--- src/rtl/hazard_sequencer_pkg.sv ---
// Shared definitions for the 5-stage pipeline hazard sequencer:
// register-index width, PC index, forwarding selects and FSM states.
package hazard_sequencer_pkg;

  localparam int REG_W  = 4;
  localparam int PC_IDX = 15;

  typedef enum logic [1:0] {
    FWD_RF    = 2'b00,
    FWD_EXMEM = 2'b01,
    FWD_MEMWB = 2'b10,
    FWD_RSVD  = 2'b11
  } fwd_e;

  typedef enum logic {
    ST_RUN  = 1'b0,
    ST_WAIT = 1'b1
  } state_e;

  function automatic logic reg_match(input logic [REG_W-1:0] a,
                                     input logic [REG_W-1:0] b,
                                     input logic             en);
    return en && (a == b);
  endfunction

endpackage

--- src/rtl/hazard_sequencer_fwd_select.sv ---
// Per-operand comparator: forwarding select and load-use detect for one
// ID-stage source register.
module hazard_sequencer_fwd_select
  import hazard_sequencer_pkg::*;
(
  input  logic [REG_W-1:0] i_src,
  input  logic             i_use,
  input  logic [REG_W-1:0] i_ex_rd,
  input  logic             i_ex_rf_en,
  input  logic             i_ex_load,
  input  logic [REG_W-1:0] i_mem_rd,
  input  logic             i_mem_rf_en,
  input  logic [REG_W-1:0] i_wb_rd,
  input  logic             i_wb_rf_en,
  output fwd_e             o_fwd,
  output logic             o_lu
);

  logic w_live;

  // The PC is never held in a pipeline register, so it is never forwarded.
  assign w_live = i_use && (i_src != REG_W'(PC_IDX));

  always_comb begin
    o_fwd = FWD_RF;
    if (w_live && reg_match(i_mem_rd, i_src, i_mem_rf_en)) begin
      o_fwd = FWD_EXMEM;
    end else if (w_live && reg_match(i_wb_rd, i_src, i_wb_rf_en)) begin
      o_fwd = FWD_MEMWB;
    end
  end

  assign o_lu = w_live && i_ex_load && reg_match(i_ex_rd, i_src, i_ex_rf_en);

endmodule

--- src/rtl/hazard_sequencer.sv ---
// Pipeline control: operand forwarding, load-use stall, branch flush and
// whole-pipeline freeze while data memory is busy, with stall/timeout tracking.
module hazard_sequencer
  import hazard_sequencer_pkg::*;
#(
  parameter int WAIT_MAX = 15,
  parameter int CNT_W    = 16
) (
  input  logic             clk,
  input  logic             reset,
  input  logic [REG_W-1:0] id_rn,
  input  logic [REG_W-1:0] id_rm,
  input  logic [REG_W-1:0] id_rs,
  input  logic             id_use_rn,
  input  logic             id_use_rm,
  input  logic             id_use_rs,
  input  logic [REG_W-1:0] ex_rd,
  input  logic             ex_rf_en,
  input  logic             ex_load,
  input  logic [REG_W-1:0] mem_rd,
  input  logic             mem_rf_en,
  input  logic [REG_W-1:0] wb_rd,
  input  logic             wb_rf_en,
  input  logic             branch_taken,
  input  logic             mem_req,
  input  logic             mem_ready,
  output logic [1:0]       fwd_rn,
  output logic [1:0]       fwd_rm,
  output logic [1:0]       fwd_rs,
  output logic             pc_en,
  output logic             if_id_en,
  output logic             id_ex_en,
  output logic             ex_mem_en,
  output logic             mem_wb_en,
  output logic             if_id_flush,
  output logic             id_ex_bubble,
  output logic [CNT_W-1:0] stall_cnt,
  output logic             mem_timeout
);

  localparam int                WAIT_W   = $clog2(WAIT_MAX + 1);
  localparam logic [WAIT_W-1:0] WAIT_LIM = WAIT_W'(WAIT_MAX);

  logic [REG_W-1:0] w_src [3];
  logic             w_use [3];
  fwd_e             w_fwd [3];
  logic [2:0]       w_lu;
  logic             w_lu_any;
  logic             w_mem_stall;

  state_e            r_state, w_state_next;
  logic              r_pending, w_pending_next;
  logic [WAIT_W-1:0] r_wait_cnt, w_wait_next;
  logic [CNT_W-1:0]  r_stall_cnt;
  logic              r_timeout;

  assign w_src[0] = id_rn;
  assign w_src[1] = id_rm;
  assign w_src[2] = id_rs;
  assign w_use[0] = id_use_rn;
  assign w_use[1] = id_use_rm;
  assign w_use[2] = id_use_rs;

  genvar gi;
  generate
    for (gi = 0; gi < 3; gi++) begin : g_opnd
      hazard_sequencer_fwd_select u_fwd (
        .i_src      (w_src[gi]),
        .i_use      (w_use[gi]),
        .i_ex_rd    (ex_rd),
        .i_ex_rf_en (ex_rf_en),
        .i_ex_load  (ex_load),
        .i_mem_rd   (mem_rd),
        .i_mem_rf_en(mem_rf_en),
        .i_wb_rd    (wb_rd),
        .i_wb_rf_en (wb_rf_en),
        .o_fwd      (w_fwd[gi]),
        .o_lu       (w_lu[gi])
      );
    end
  endgenerate

  assign w_lu_any    = |w_lu;
  assign w_mem_stall = mem_req && !mem_ready;

  // Reset forces the idle view on every combinational output.
  assign fwd_rn = reset ? FWD_RF : w_fwd[0];
  assign fwd_rm = reset ? FWD_RF : w_fwd[1];
  assign fwd_rs = reset ? FWD_RF : w_fwd[2];

  always_ff @(posedge clk or posedge reset) begin
    if (reset) begin
      r_state     <= ST_RUN;
      r_pending   <= 1'b0;
      r_wait_cnt  <= '0;
      r_stall_cnt <= '0;
      r_timeout   <= 1'b0;
    end else begin
      r_state    <= w_state_next;
      r_pending  <= w_pending_next;
      r_wait_cnt <= w_wait_next;
      if (!pc_en && (r_stall_cnt != '1)) begin
        r_stall_cnt <= r_stall_cnt + CNT_W'(1);
      end
      if (w_wait_next == WAIT_LIM) begin
        r_timeout <= 1'b1;
      end
    end
  end

  always_comb begin
    w_state_next   = r_state;
    w_pending_next = r_pending;
    w_wait_next    = r_wait_cnt;
    case (r_state)
      ST_RUN: begin
        if (w_mem_stall) begin
          w_state_next = ST_WAIT;
          w_wait_next  = WAIT_W'(1);
          if (branch_taken) w_pending_next = 1'b1;
        end else if (branch_taken || r_pending) begin
          w_pending_next = 1'b0;
        end
      end
      ST_WAIT: begin
        // A branch resolved during the freeze is remembered for the first RUN cycle.
        if (branch_taken) w_pending_next = 1'b1;
        if (mem_ready) begin
          w_state_next = ST_RUN;
        end else if (r_wait_cnt < WAIT_LIM) begin
          w_wait_next = r_wait_cnt + WAIT_W'(1);
        end
      end
      default: w_state_next = ST_RUN;
    endcase
  end

  always_comb begin
    pc_en        = 1'b1;
    if_id_en     = 1'b1;
    id_ex_en     = 1'b1;
    ex_mem_en    = 1'b1;
    mem_wb_en    = 1'b1;
    if_id_flush  = 1'b0;
    id_ex_bubble = 1'b0;
    if (!reset) begin
      case (r_state)
        ST_RUN: begin
          if (w_mem_stall) begin
            {pc_en, if_id_en, id_ex_en, ex_mem_en, mem_wb_en} = '0;
          end else if (branch_taken || r_pending) begin
            if_id_flush  = 1'b1;
            id_ex_bubble = 1'b1;
          end else if (w_lu_any) begin
            pc_en        = 1'b0;
            if_id_en     = 1'b0;
            id_ex_bubble = 1'b1;
          end
        end
        ST_WAIT: begin
          if (!mem_ready) begin
            {pc_en, if_id_en, id_ex_en, ex_mem_en, mem_wb_en} = '0;
          end
        end
        default: ;
      endcase
    end
  end

  assign stall_cnt   = r_stall_cnt;
  assign mem_timeout = r_timeout;

endmodule

--- config.mk ---
export PLATFORM = sky130hd
export DESIGN_NAME = hazard_sequencer
export DESIGN_NICKNAME = d
export VERILOG_FILES = /design/src/rtl/hazard_sequencer_pkg.sv /design/src/rtl/hazard_sequencer_fwd_select.sv /design/src/rtl/hazard_sequencer.sv
export SDC_FILE = /design/constraint.sdc
export NUM_CORES = 1
export LEC_CHECK = 0
export ABC_CLOCK_PERIOD_IN_PS = 2100
export BUFFER_PORTS_ARGS = -buffer_cell sky130_fd_sc_hd__buf_2
export CAP_MARGIN = 30
export CORE_MARGIN = 10
export CORE_UTILIZATION = 30
export CTS_BUF_LIST = sky130_fd_sc_hd__clkbuf_4 sky130_fd_sc_hd__clkbuf_8 sky130_fd_sc_hd__clkbuf_16
export DETAILED_ROUTE_END_ITERATION = 8
export HOLD_SLACK_MARGIN = 0.12
export PLACE_DENSITY = 0.6
export SKIP_LAST_GASP = 1
export SLEW_MARGIN = 20
export SYNTH_ARGS = -nofsm -noshare
export SYNTH_HDL_FRONTEND = slang
export SYNTH_SLANG_ARGS = --single-unit
--- constraint.sdc ---
create_clock -name clk -period 2.1 [get_ports clk]
set_input_delay 0.105 -clock clk [delete_from_list [all_inputs] [get_ports clk]]
set_output_delay 0.105 -clock clk [all_outputs]
set_load 0.01 [all_outputs]
==> key figures, run 1 <==
Cells and area
  – Antenna Cells: 0
  – Share of post-route cells with drive strength above 1: approximately 38%
  – Most common cell after layout, fill and taps aside: buf_2
  – Fin util: about two fifths
  – Area grow syn2layout: 35.03%
  – Nets: 315
  – Commonest non-fill, non-tap cells in the layout: buf_2 (65), xor2_1 (31), dfrtp_1 (23)
  – Layout Cells excl Fill: 348

Place
  – Gpl congestion: between 0.9 and 1
  – PortBufs: 65
  – Worst slack at placement: between 15 and 20 ps
  – Dpl hpwl: between 4 and 5 mm
  – Placed Instances: between 300 and 400

STA
  – Slew @ Worst Pin: between 700 and 800 ps
  – Post-route worst setup slack: about 100 ps
  – Final Cycle Share: 95.14%
  – F_max: 0.5005 GHz
  – RSZ-0062 raised after global routing: false
  – Clock Skews: 5.899 ps
  – Sum Neg Setup Slack: 0 ps
  – Final Hold Vio Count: 0
  – Final slew viol count: 0
  – Max-slew headroom: 47.18%
  – # setup viols final: 0
  – Min Tclk post-route: 1998 ps

Global route
  – Largest net degree at the start of global routing: 24
  – First-pass GRT wire length: between 8 and 9 mm
  – Total grt overflow: 0
  – GRT Total Usage: roughly 11%
  – Vias in the first global route: roughly 1700
  – Initial antenna violation count: 0

Routing
  – Via count: between 1500 and 2000
  – DRT antenna net count: 0
  – Post-Route WL: approximately 5.2 mm
  – DR iter-0 viols: 37
  – DR WL/cell: about 15 um
  – Drt via density: roughly 4.8
  – Residual DRC: 0
  – Drt first pass iters: 4

Critical path
  – CP Class: flop to flop
  – R2r setup slk: slightly above 100 ps
  – Crit path DAT: roughly 2200 ps
  – Crit start category: flop
  – Data required time of the worst path: between 2000 and 2500 ps
  – Worst Setup End Kind: flop
  – Critical Path Fanout Max: 12

Outcome
  – Status: finished, final reports clean

Logic synthesis
  – Number of flops mapped to enable cells by yosys: 0
  – Syn Std Cell Area: around 0.0017 sq mm
  – Most used DFF post-synth: dfrtp_1
  – Async S/R FF share, synth: 100.0%
  – Distinct cell type count after synthesis: 32
  – Synth warn: 0
  – Post-synthesis sequential area ratio: 33.43%
  – Synth Instances: around 190
  – Syn_nets: ~230
  – Synthesized area per cell: a little over 9 sq um
  – FF+latch count, synth: 23

Run
  – Max Cap Viol: 0

CTS
  – Clock buffer depth: 2
  – Root buf cell: clkbuf_8
  – Clock slew at reported path FFs: ~80 ps
  – Post-CTS sizing: 0
  – Sink Count: 23
  – Worst-Skew Late Latency: roughly 260 ps
  – CTS Buf Count: 3
  – TritonCTS clock tree: done
  – CTS H-tree depth: 1

Power and ir drop
  – Pwr Density: 549.8 mW/mm^2
  – Max VDD drop: 0.5460 mV
  – Leakage: roughly 1.2 nW

Die
  – Ports: 66
  – Initial Utilization: just over 30%
  – Die width: 95.76 um
  – Core Region: 0.005540 sq mm
  – Die H: 95.76 um
  – Row Count: 27
  – DIE AREA: 0.009169 sq mm

Hold path
  – Hold Crit Class: primary input to flop
[per-stage QoR]
| step | total power [mW] | cell area [sq um] | hold slack, ps |
|---|---|---|---|
| after floorplan | 0.7991 | 1722 | 122.6 |
| after global placement | 1.003 | 2253 | 310.7 |
| after detailed placement | 1.010 | 2253 | 313.2 |
| after CTS | 1.292 | 2310 | 131.5 |
| after global routing | 1.370 | 2325 | 145.3 |
| final | 1.278 | 2325 | 140.1 |
[Yosys cell counts (2+ instances only)]
library cell	number	area, sq um
nor3_1	6	30.03
nor4_1	7	43.79
xnor2_1	20	175.2
nor2_2	5	31.28
inv_1	6	22.52
nor2_1	14	52.55
nor3_2	2	20.02
xor2_1	31	271.5
a21oi_1	4	20.02
buf_4	3	22.52
ha_1	2	25.02
nand3_1	15	75.07
nand2_1	15	56.30
mux2i_1	2	20.02
nor4_2	3	37.54
and2_1	4	25.02
and4_1	2	17.52
dfrtp_1	23	575.6
nand4_1	7	43.79
and3_1	5	31.28
[cell type report]
type / count / area, sq um
fillers: 582 / 3216
multi-input cells: 155 / 1090
flip-flops and latches: 23 / 575.6
repair buffers: 88 / 500.5
well taps: 72 / 90.09
clock buffers: 3 / 41.29
inverters: 6 / 22.52
clock inverters: 1 / 5.005
[metal layers]
metal,wire [um],vias to the layer above,global-route usage [%]
li1,-,828,-
met1,2288,770,13.74
met2,2355,51,18.40
met3,500,4,2.802
met4,33,0,3.071
met5,0,-,0
[worst max-delay path, cell delays in order (launching register included)]
cell     delay (ps)
dfrtp_1         410
or3_1           380
a21o_1          190
a41oi_2         210
o41ai_4         220
buf_4           220
nor3_2          130
xor2_1          170
[final timing paths]
check,startpoint,depth (start not counted),to
max,r_state,7,stall_cnt[8]
min,branch_taken,3,r_pending
max reg2reg,r_state,7,stall_cnt[8]
min reg2reg,mem_timeout,1,mem_timeout
max in group asynchronous,reset,4,r_wait_cnt[1]
min in group asynchronous,reset,4,stall_cnt[11]
[flip-flops by register name, indices dropped and copies added (netlist names)]
register     cells
stall_cnt       16
r_pending        1
mem_timeout      1
r_wait_cnt       4
r_state          1
[kinds of logic (layout without fill, tap and decap cells)]
family                     count (synthesis)  count (layout)  synth area share (%)
DFF                                       23              23                 33.43
muxes                                      3               3                 1.817
buffers and inverters                     10              98                 3.270
and+or+nand+nor                           89              89                 28.49
xor gates and xnor gates                  51              51                 25.94
adders and majority gates                  2               2                 1.453
AOI/OAI and AO/OA                         10              10                 5.597
[where the power goes]
| part | total, mW | internal, mW | switching [mW] |
|---|---|---|---|
| combinational | 0.440 | 0.205 | 0.235 |
| clock | 0.272 | 0.132 | 0.140 |
| sequential | 0.566 | 0.504 | 0.0619 |
| total | 1.28 | 0.841 | 0.437 |
[repair_timing]
| item | in CTS | in global routing |
|---|---|---|
| hold buffers | 1 | 0 |
| endpoints found under the setup margin | 0 | 5 |
| setup buffers | 0 | 2 |
| endpoints found under the hold margin | 23 | 0 |
No activity file was read; power rests on OpenSTA's default activity.
==> inputs of run 2 (changes only) <==
- PLACE_DENSITY: 0.6 -> not set
- PLACE_DENSITY_LB_ADDON: not set -> 0.15
==> run 2 against run 1 <==
Count of clock-buffer cells in the layout is the same. Maximum frequency grew 1.0%. Die area unchanged. Sequential cell count did not move. Clock skew fell by 2.3 ps. Via count is 3.0% lower. Clock power up 3%. Worst setup slack gained 21 ps. First-iteration DRC count increased by 78%. Critical endpoint is now stall_cnt[7].
==> key figures, run 2 (same netlist as run 1, synthesis figures left out) <==
STA
  – Hold_ws: 149.3 ps (+9.148 ps)
  – Final slew viol count: 0 (unchanged)
  – Sum Neg Setup Slack: 0 ps (unchanged)
  – Final Hold Vio Count: 0 (unchanged)
  – Final Cycle Share: 94.16% (-0.98 points)
  – F_max: 0.5057 GHz (+1.0%)
  – Post-route worst setup slack: 122.6 ps (+20.52 ps)
  – # setup viols final: 0 (unchanged)
  – RSZ-0062 raised after global routing: true
  – Max-slew headroom: 30.05% (-17 points)
  – Min Tclk post-route: 1977 ps (-20.52 ps)
  – Clock Skews: 3.603 ps (-2.297 ps)
  – Slew @ Worst Pin: 1040 ps (+250.1 ps)

Die
  – Row Count: 27 (unchanged)
  – Initial Utilization: 31.07% (unchanged)
  – Die width: 95.76 um (unchanged)
  – DIE AREA: 0.009169 sq mm (unchanged)
  – Ports: 66 (unchanged)
  – Core Region: 0.005540 sq mm (unchanged)
  – Die H: 95.76 um (unchanged)

Cells and area
  – Commonest non-fill, non-tap cells in the layout: buf_2 (65), xor2_1 (31), dfrtp_1 (23)
  – Most common cell after layout, fill and taps aside: buf_2
  – Area of the multi-input gates: 0.001127 sq mm (+3.4%)
  – Nets: 306 (-2.9%)
  – Storage cell area: 575.6 sq um (unchanged)
  – Fill count: 567 (-2.6%)
  – Share of post-route cells with drive strength above 1: 36.33% (-1.4 points)
  – Antenna Cells: 0 (unchanged)
  – Max FFs per register: 16 (unchanged)
  – Layout Cells excl Fill: 339 (-2.6%)
  – Area grow syn2layout: 32.85%

Critical path
  – CP Class: flop to flop
  – Cell chain of the critical path: or3_1 > a21o_1 > a41oi_4 > o41ai_4 > nor4_2 > xor2_1
  – Crit path launch: r_state
  – Slowest-stage cell, CP: dfrtp_1
  – Worst Setup End Kind: flop
  – Data required time of the worst path: 2300 ps (about the same)
  – Reg2Reg Depth: 6 (-1)
  – Crit start category: flop
  – Worst setup path endpoint: stall_cnt[7]
  – Critical Path Fanout Max: 7 (-5)
  – R2r setup slk: 120 ps (+20 ps)
  – Crit path DAT: 2170 ps (-20 ps)
  – Worst flop-to-flop path startpoint: r_state
  – Critical Path Max Stage Delay: 420 ps (about the same)
  – Worst flop-to-flop path endpoint: stall_cnt[7]

Outcome
  – Status: finished, final reports clean

Global route
  – GRT Total Usage: 10.71% (-0.32 points)
  – First-pass GRT wire length: 7.859 mm (-3.5%)
  – Total grt overflow: 0 (unchanged)
  – Vias in the first global route: 1637 (-2.8%)
  – Initial antenna violation count: 0 (unchanged)
  – Largest net degree at the start of global routing: 16 (-33%)

CTS
  – Root buf cell: clkbuf_8
  – Clock slew at reported path FFs: 80 ps (about the same)
  – CTS Buf Count: 3 (unchanged)
  – TritonCTS clock tree: done
  – CTS H-tree depth: 1 (unchanged)
  – Clock buffer depth: 2 (unchanged)
  – Sink Count: 23 (unchanged)
  – Worst-Skew Late Latency: 270 ps (about the same)

Place
  – Gpl congestion: 0.7819 (-14%)
  – Dpl hpwl: 4.231 mm (-2.7%)
  – PortBufs: 65 (unchanged)
  – Placed Instances: 331 (-2.9%)
  – Worst slack at placement: 88.17 ps (+72.68 ps)

Routing
  – Drt via density: 4.729 (-0.45%)
  – Via count: 1603 (-3.0%)
  – DR iter-0 viols: 66 (+78%)
  – DRT antenna net count: 0 (unchanged)
  – Post-Route WL: 5.161 mm (-0.31%)
  – Drt first pass iters: 4 (unchanged)
  – Residual DRC: 0 (unchanged)
  – DR WL/cell: 15.22 um (+2.3%)

Power and ir drop
  – Max VDD drop: 0.3420 mV (-37%)
  – Pwr Density: 557.8 mW/mm^2 (+1.5%)
  – Leakage: 1.159 nW (-3.3%)
  – Tot Pwr: 1.276 mW (-0.18%)

Hold path
  – Hold Crit Class: primary input to flop

Run
  – Max Cap Viol: 0 (unchanged)
[run 2: changes by cell type in the layout (fill, tap and decap cells not counted)]
cell     delta
nor3_2      +2
a41oi_2     -1
o41ai_2     +1
a41oi_4     +1
nor3_1      -2
buf_4      -10
[run 2: worst max-delay path: cells and delay by family, from the launching register on]
family,cells,cell delay [ps]
compound gates,3,650
simple gates,2,670
xor+xnor,1,160
flops,1,420
[run 2: worst min path at each step]
stage,startpoint,to,slack (ps),depth (start not counted)
floorplan,reset,mem_timeout,120,1
global placement,reset,stall_cnt[12],150,2
detailed placement,reset,stall_cnt[12],150,2
CTS,branch_taken,r_pending,160,3
global route,branch_taken,r_pending,170,3
finish,branch_taken,r_pending,150,3
[run 2: layer usage]
| layer | GRT usage (%) | share of wire, % | vias up |
|---|---|---|---|
| met5 | 0 | 0 | - |
| met4 | 2.948 | 0.99 | 0 |
| met3 | 2.412 | 6.8 | 6 |
| met2 | 18.34 | 47 | 43 |
| met1 | 13.17 | 45 | 747 |
| li1 | - | - | 807 |
[run 2: per-stage QoR]
step,util (%),area (sq um)
after floorplan,-,1722
after global placement,39.32,2178
after detailed placement,39.32,2178
after CTS,40.33,2235
after global routing,41.28,2287
final,41.28,2287
[run 2: timing repair]
action	4_1_cts	5_1_grt
gates resized for setup	0	3
endpoints found under the hold margin	8	0
endpoints found under the setup margin	0	8
hold buffers	1	0
setup buffers	0	2
[run 2: power breakdown]
group          switching [mW]  leakage, nW  internal [mW]
Clock                   0.147       0.0255          0.133
Combinational           0.234        0.832          0.197
Sequential             0.0616        0.302          0.504
Total                   0.442         1.16          0.834
[run 2: layout make-up]
cell class	count	share of cell area, %
tap	72	3.939
sequential	23	25.16
inverter	6	0.9847
clock buffer	3	1.805
timing repair buffer	78	18.60
multi-input combinational	156	49.29
clock inverter	1	0.2188
